[config.mk]
export PLATFORM = sky130hd
export DESIGN_NAME = simon_share_loader
export DESIGN_NICKNAME = d
export VERILOG_FILES = /design/src/rtl/simon_share_loader.sv
export SDC_FILE = /design/constraint.sdc
export NUM_CORES = 2
export LEC_CHECK = 0
export CAP_MARGIN = 25
export CORE_MARGIN = 3
export CORE_UTILIZATION = 32
export CTS_CLUSTER_SIZE = 8
export DETAILED_ROUTE_END_ITERATION = 8
export SLEW_MARGIN = 30
export SYNTH_ARGS = -nofsm -noshare
export SYNTH_HDL_FRONTEND = slang
export SYNTH_SLANG_ARGS = --single-unit
[constraint.sdc]
create_clock -name clk -period 3.22 [get_ports clk]
set_clock_uncertainty 0.2 [all_clocks]
set_input_delay 0.322 -clock clk [delete_from_list [all_inputs] [get_ports clk]]
set_output_delay 0.322 -clock clk [all_outputs]
set_load 0.01 [all_outputs]
[src/rtl/simon_share_loader.sv]
// simon_share_loader: captures two-share plaintext and key, streams them MSB
// first into a masked SIMON core (plaintext phase, then key phase), waits for
// the core to finish or time out, and captures the ciphertext.
module simon_share_loader #(
    parameter int LOAD_BITS   = 128,
    parameter int RUN_TIMEOUT = 255
) (
    input  logic         clk,
    input  logic         rst,
    input  logic         start,
    input  logic [127:0] pt_a,
    input  logic [127:0] pt_b,
    input  logic [127:0] key_a,
    input  logic [127:0] key_b,
    output logic         data_ina,
    output logic         data_inb,
    output logic [1:0]   data_rdy,
    input  logic         core_done,
    input  logic [127:0] core_cipher,
    output logic         busy,
    output logic [127:0] result,
    output logic         result_valid,
    output logic         timeout
);

    // Last counter value of a load phase and of the RUN window.
    localparam logic [7:0] LOAD_LAST = 8'(LOAD_BITS - 1);
    localparam logic [7:0] RUN_LAST  = 8'(RUN_TIMEOUT - 1);

    // Core phase codes driven on data_rdy.
    localparam logic [1:0] PHASE_CLEAR = 2'd0;
    localparam logic [1:0] PHASE_PT    = 2'd1;
    localparam logic [1:0] PHASE_KEY   = 2'd2;
    localparam logic [1:0] PHASE_RUN   = 2'd3;

    typedef enum logic [2:0] {
        IDLE,
        LOAD_PT,
        LOAD_KEY,
        RUN,
        FLUSH
    } state_t;

    state_t       state;
    logic [7:0]   bit_cnt;
    logic [127:0] sh_pt_a;
    logic [127:0] sh_pt_b;
    logic [127:0] sh_key_a;
    logic [127:0] sh_key_b;

    // Whole controller: the serial bit for the coming cycle is registered one
    // edge ahead, so the pt registers are captured already shifted by one and
    // the key MSBs are moved out on the edge that leaves LOAD_PT.
    always_ff @(posedge clk) begin
        if (rst) begin
            state        <= IDLE;
            bit_cnt      <= 8'd0;
            data_rdy     <= PHASE_CLEAR;
            data_ina     <= 1'b0;
            data_inb     <= 1'b0;
            busy         <= 1'b0;
            result       <= 128'd0;
            result_valid <= 1'b0;
            timeout      <= 1'b0;
            sh_pt_a      <= 128'd0;
            sh_pt_b      <= 128'd0;
            sh_key_a     <= 128'd0;
            sh_key_b     <= 128'd0;
        end else begin
            result_valid <= 1'b0;
            timeout      <= 1'b0;
            unique case (state)
                IDLE: begin
                    if (start) begin
                        sh_pt_a  <= {pt_a[126:0], 1'b0};
                        sh_pt_b  <= {pt_b[126:0], 1'b0};
                        sh_key_a <= key_a;
                        sh_key_b <= key_b;
                        data_ina <= pt_a[127];
                        data_inb <= pt_b[127];
                        bit_cnt  <= 8'd0;
                        data_rdy <= PHASE_PT;
                        busy     <= 1'b1;
                        state    <= LOAD_PT;
                    end
                end
                LOAD_PT: begin
                    if (bit_cnt == LOAD_LAST) begin
                        data_ina <= sh_key_a[127];
                        data_inb <= sh_key_b[127];
                        sh_key_a <= {sh_key_a[126:0], 1'b0};
                        sh_key_b <= {sh_key_b[126:0], 1'b0};
                        bit_cnt  <= 8'd0;
                        data_rdy <= PHASE_KEY;
                        state    <= LOAD_KEY;
                    end else begin
                        data_ina <= sh_pt_a[127];
                        data_inb <= sh_pt_b[127];
                        sh_pt_a  <= {sh_pt_a[126:0], 1'b0};
                        sh_pt_b  <= {sh_pt_b[126:0], 1'b0};
                        bit_cnt  <= bit_cnt + 8'd1;
                    end
                end
                LOAD_KEY: begin
                    if (bit_cnt == LOAD_LAST) begin
                        data_ina <= 1'b0;
                        data_inb <= 1'b0;
                        bit_cnt  <= 8'd0;
                        data_rdy <= PHASE_RUN;
                        state    <= RUN;
                    end else begin
                        data_ina <= sh_key_a[127];
                        data_inb <= sh_key_b[127];
                        sh_key_a <= {sh_key_a[126:0], 1'b0};
                        sh_key_b <= {sh_key_b[126:0], 1'b0};
                        bit_cnt  <= bit_cnt + 8'd1;
                    end
                end
                RUN: begin
                    if (core_done) begin
                        result       <= core_cipher;
                        result_valid <= 1'b1;
                        bit_cnt      <= 8'd0;
                        data_rdy     <= PHASE_CLEAR;
                        state        <= FLUSH;
                    end else if (bit_cnt == RUN_LAST) begin
                        timeout  <= 1'b1;
                        bit_cnt  <= 8'd0;
                        data_rdy <= PHASE_CLEAR;
                        state    <= FLUSH;
                    end else begin
                        bit_cnt <= bit_cnt + 8'd1;
                    end
                end
                FLUSH: begin
                    busy  <= 1'b0;
                    state <= IDLE;
                end
                default: begin
                    busy     <= 1'b0;
                    data_rdy <= PHASE_CLEAR;
                    state    <= IDLE;
                end
            endcase
        end
    end

endmodule

# Yosys cells after proc, flatten, opt, wreduce, memory -nomap -nowiden
# Cells that the tools add are included.
dict set report op_classes {
  addsub 1
  n_eq_ne 12
  muxes 43
  bitwise 3
  reduce_logical 16
}
# op n
set op_table {}
lappend op_table {{2-to-1 mux 128 bit} 10}
lappend op_table {{case mux 128 bit (3 select lines)} 2}
lappend op_table {{case mux 128 bit (2 select lines)} 2}
lappend op_table {{2-to-1 mux 8 bit} 4}
lappend op_table {{case mux 8 bit (3 select lines)} 1}
lappend op_table {{2-to-1 mux 3 bit} 5}
lappend op_table {{case mux 3 bit (4 select lines)} 1}
lappend op_table {{2-to-1 mux 2 bit} 5}
lappend op_table {{inequality test 2 bit (second input constant)} 5}
lappend op_table {{case mux 2 bit (5 select lines)} 1}
lappend op_table {{2-to-1 mux 1 bit} 9}
lappend op_table {{adder 8 x 1 -> 8 bit (second input constant)} 1}
lappend op_table {{equality test 8 x 7 -> 1 bit (second input constant)} 1}
lappend op_table {{equality test 8 bit (second input constant)} 1}
lappend op_table {{AND reduction 2 bit} 4}
lappend op_table {{AND reduction 4 bit} 2}
lappend op_table {{equality test 3 x 2 -> 1 bit (second input constant)} 2}
lappend op_table {{case mux 1 bit (3 select lines)} 2}
lappend op_table {{nonzero test 3 bit} 2}
lappend op_table {{OR reduction 3 bit} 2}
lappend op_table {{AND reduction 5 bit} 1}
lappend op_table {{OR reduction 2 bit} 2}
lappend op_table {{equality test 3 x 1 -> 1 bit (second input constant)} 1}
lappend op_table {{equality test 3 bit (second input constant)} 1}
lappend op_table {{other kinds (6)} 8}
dict set report totals {
  regBits 658
  in_bits 644
  out_inout_bits 135
}

# Logic depth before layout (Yosys ltp)
dict set report depth {
  word_depth 4
  ltp_mapped 8
  mapped_depth_nobuf 6
}

# Worst setup path before layout
# Ideal clock, no wire load.
dict set report synth_timing {
  path_kind {register to register}
  startpoint {register bit_cnt[1]}
  endpoint {register sh_key_a[10]}
  t_arrival_ps 1905
  required_ps 2887
  setup_slack_ps 982
  path_stages_with_launch 9
  n_path_buf 3
  synth_period_minus_slack_ps 2238
  cell_sequence {dfxtp_1 -> ha_1 -> nand3b_1 -> or4_1 -> nand2_1 -> buf_4 -> buf_6 -> buf_6 -> a311oi_1}
}
dict set report synth_via {
  elab_chain_len 3
}
# element line
set synth_lines {}
lappend synth_lines {{start: declaration} 45} ;# logic [7:0] bit_cnt;
lappend synth_lines {{start signal: assignment} 101} ;# bit_cnt <= bit_cnt + 8'd1;
lappend synth_lines {{start signal: assignment} 116} ;# bit_cnt <= bit_cnt + 8'd1;
lappend synth_lines {{start signal: assignment} 132} ;# bit_cnt <= bit_cnt + 8'd1;
lappend synth_lines {{equality test 8 x 7 -> 1 bit (*)} {88, 105}}
lappend synth_lines {{inequality test 2 bit (no source line)} -}
lappend synth_lines {{AND reduction 4 bit (no source line) (*)} -}
lappend synth_lines {{end signal: assignment} 77} ;# sh_key_a <= key_a;
lappend synth_lines {{end signal: assignment} 91} ;# sh_key_a <= {sh_key_a[126:0], 1'b0};
lappend synth_lines {{end signal: assignment} 114} ;# sh_key_a <= {sh_key_a[126:0], 1'b0};
lappend synth_lines {{end: declaration} 48} ;# logic [127:0] sh_key_a;
# Every way passes the cells marked *; elsewhere a longest branch is shown, timed or not.
# A chain may end at the register's enable or synchronous reset.

# Worst setup path in the final report
dict set report layout_timing {
  startpoint {register bit_cnt[1]}
  endpoint {register sh_pt_a[95]}
}
dict set report layout_via {
  elab_chain_len 3
}
# element line
set layout_lines {}
lappend layout_lines {{equality test 8 x 7 -> 1 bit} 88} ;# if (bit_cnt == LOAD_LAST) begin
lappend layout_lines {{inequality test 2 bit (no source line)} -}
lappend layout_lines {{AND reduction 3 bit (no source line)} -}
lappend layout_lines {{end signal: assignment} 75} ;# sh_pt_a <= {pt_a[126:0], 1'b0};
lappend layout_lines {{end signal: assignment} 99} ;# sh_pt_a <= {sh_pt_a[126:0], 1'b0};
lappend layout_lines {{end: declaration} 46} ;# logic [127:0] sh_pt_a;
# No other way between the ends.

==> impl_metrics.ini <==
[sta]
postLayoutSetupSlackWorst_ns = 0.579
fmax_mhz = 379
rsz0062_at_grt = no
maxSlewViolCount = 0
fin_crit_sh = 0.820
finalCriticalPeriod_ns = 2.64
hold_violations = 0
maxSlewHeadroom = 0.441
fin_tns_setup_ns = 0
worstMarginPinSlew_ns = 0.832
setup_violations = 0

[pwr]
pwr_density_cell_mw_per_mm2 = 848
leakage_nw = 14.3
peakVddDrop_mv = 0.647

[logic_synthesis]
synthesis.area_sq_mm = 0.0276
ys_seq_area_frac = 0.476
synth-seq-cells = 656
yosys_warnings = 0
synthesis.nets = 4208
avgSynthCellArea_sq_um = 7.75
synth-edff-count = 0
ys_async_sr_fraction = 0
synth_flop_cell = dfxtp_1
synthCells = 3562
synth_cell_types = 51

[cells_and_area]
layout.nets = 4881
design_area_sq_mm = 0.0397
fillers = 8444
syn_to_final_growth_pct = 43.9
stdcell_count = 5397
drive_above_1_share = 0.0462

[worst_setup_path]
worstPathRequired_ns = 3.51
path_max_fanout = 132
crit_type = flop to flop
cp-start-kind = flop
endpoint_kind = flop
arrival_ns = 2.93

[cts]
cts.sinks = 656
clk_latency_ns = 0.64
cts_buffers = 92
cts.path.max_buffers = 3
cts_resized = 0
path_clk_slew_ns = 0.05
cts_tree = yes
htree_levels = 3
cts_root_buffer = clkbuf_16

[global_route]
grt_pass1_wl_um = 161000
busiest_layer = met2
grt_max_degree = 134
track_usage = 0.225
grt_pass1_vias = 27100
antenna_found_initial = 25
grt_use_met2 = 0.378
grt-ovfl-total = 0
met3_usage = 0.0568
use_met1 = 0.285

[drt]
first_pass_iters = 5
drt-total-wl_um = 106000
final_antenna_net_count = 0
num_vias = 28300
wl_per_cell_um = 19.7
drt_iter0_markers = 2221
remaining_drc_errors = 0
via_per_inst = 5.25

[die]
ios = 779
die_h_um = 300
rows = 107
die_area_sq_mm = 0.0898
start_util = 0.323
core_sq_mm = 0.0854
fp.dieW_um = 300

[worst_hold_path]
hold_path.class = input port to flop

[placed_design]
dp.cells = 5199
placed_area_sq_mm = 0.0363
dp_hpwl_um = 73300
dp_slack_ns = 0.483
gp_congestion = 0.863
io_buffers = 778

[flow_run]
maxCapViolCount = 0

[run_status]
status = finished clean
synth_stat cells (2+ instances only):
| cell type | number | share of area |
|---|---|---|
| nor3_1 | 258 | 0.047 |
| ha_1 | 2 | 0.00091 |
| o21ai_0 | 4 | 0.00073 |
| nand3_1 | 10 | 0.0018 |
| o32ai_1 | 6 | 0.0019 |
| a311oi_1 | 507 | 0.16 |
| a2111oi_0 | 2 | 0.00063 |
| or3_1 | 2 | 0.00045 |
| o41ai_1 | 2 | 0.00063 |
| nand2_1 | 1285 | 0.17 |
| o31ai_1 | 2 | 0.00054 |
| nor4_1 | 3 | 0.00068 |
| o211a_1 | 2 | 0.00073 |
| o211ai_1 | 3 | 0.00082 |
| or4_1 | 2 | 0.00054 |
| inv_1 | 5 | 0.00068 |
| a21oi_1 | 144 | 0.026 |
| and2_1 | 2 | 0.00045 |
| a211oi_1 | 2 | 0.00054 |
| buf_1 | 7 | 0.00095 |
| clkbuf_1 | 235 | 0.032 |
| buf_4 | 2 | 0.00054 |
| nand2b_1 | 2 | 0.00045 |
| buf_2 | 108 | 0.020 |
| nor2_1 | 265 | 0.036 |
| and3_1 | 4 | 0.00091 |
| buf_6 | 11 | 0.0045 |
| nor2b_1 | 6 | 0.0014 |
| nor3b_1 | 2 | 0.00054 |
| dfxtp_1 | 656 | 0.48 |
power by group:
part	internal, W	total [W]	switching, W	leakage (nW)
logic	0.00494	0.0130	0.00807	7.68
registers	0.0106	0.0120	0.00133	5.41
clock network	0.00512	0.00872	0.00361	1.22
flip-flops by register name (all words and copies together) (netlist names):
name / count
timeout: 1
busy: 1
data_rdy: 2
sh_key_a: 128
result_valid: 1
sh_pt_a: 127
bit_cnt: 8
sh_key_b: 128
data_inb: 1
result: 128
sh_pt_b: 127
state: 3
data_ina: 1
routing by layer:
metal | vias to the layer above | wire length [um]
met5 | - | 190
met4 | 30 | 2770
met3 | 167 | 7640
met2 | 914 | 50800
met1 | 13400 | 44800
li1 | 13800 | -
final timing paths:
kind,from,to,slack [ns],cells past startpoint
min reg2reg,sh_pt_b[47]$_SDFFE_PP0P_,sh_pt_b[48]$_SDFFE_PP0P_,0.24,2
min,core_cipher[6],result[6]$_SDFFE_PP0P_,0.04,3
max reg2reg,bit_cnt[1]$_SDFFE_PP0P_,sh_pt_a[95]$_SDFFE_PP0P_,0.58,7
max,bit_cnt[1]$_SDFFE_PP0P_,sh_pt_a[95]$_SDFFE_PP0P_,0.58,7
through the flow:
step / util / hold WS (ns) / power (W)
5_1_grt: 0.465 / 0.0126 / 0.0361
3_3_place_gp: 0.425 / 0.241 / 0.0248
2_1_floorplan: - / 0.199 / 0.0209
3_5_place_dp: 0.425 / 0.246 / 0.0250
6_report: 0.465 / 0.0448 / 0.0337
4_1_cts: 0.464 / 0.000276 / 0.0340
cell families after synthesis:
kind of cell               count (synthesis)  share of synthesized area
and+or+nand+nor                         1851                      0.268
AOI/OAI and AO/OA                        684                      0.197
DFF                                      656                      0.476
buffers and inverters                    368                     0.0582
adders and majority gates                  2                   0.000906
xor gates and xnor gates                   1                   0.000317
final cells by class:
class                      instances  area [sq um]  area share
antenna                            9          22.5    0.000567
timing repair buffer             942          9670       0.243
clock inverter                     8           180     0.00453
inverter                           5          18.8    0.000472
tap                             1144          1430      0.0360
multi-input combinational       2538         12900       0.326
sequential                       656         13100       0.331
clock buffer                      95          2330      0.0587
placed cells by master (no fill, tap or decap), types with 2 or more instances in the layout:
master / n
a2111oi_0: 2
a211oi_1: 2
a21oi_1: 144
a311oi_1: 506
and2_1: 2
and3_1: 3
buf_12: 33
buf_4: 45
clkbuf_16: 92
clkbuf_8: 2
clkdlybuf4s50_1: 777
clkinv_16: 5
dfxtp_1: 656
diode_2: 9
dlygate4sd3_1: 85
ha_1: 2
inv_1: 5
nand2_1: 1284
nand3_1: 9
nor2_1: 264
nor2b_1: 6
nor3_1: 258
nor4_1: 3
o211ai_1: 3
o21ai_0: 4
o31ai_1: 2
o32ai_1: 6
o41ai_1: 2
or3_1: 2
or4_1: 2
what timing repair did:
action                    CTS  global route
hold endpoints to repair   84             5
buffers inserted            0             0
hold buffers               84             1
worst max-delay path, stage by stage (launching register included):
cell and delay [ns]:
dfxtp_1 0.34, ha_1 0.28, and3b_1 0.28, a311oi_4 0.36
buf_12 0.20, buf_12 0.41, nor2_1 0.08, a311oi_1 0.27
Power figures use the tool's default switching activity.
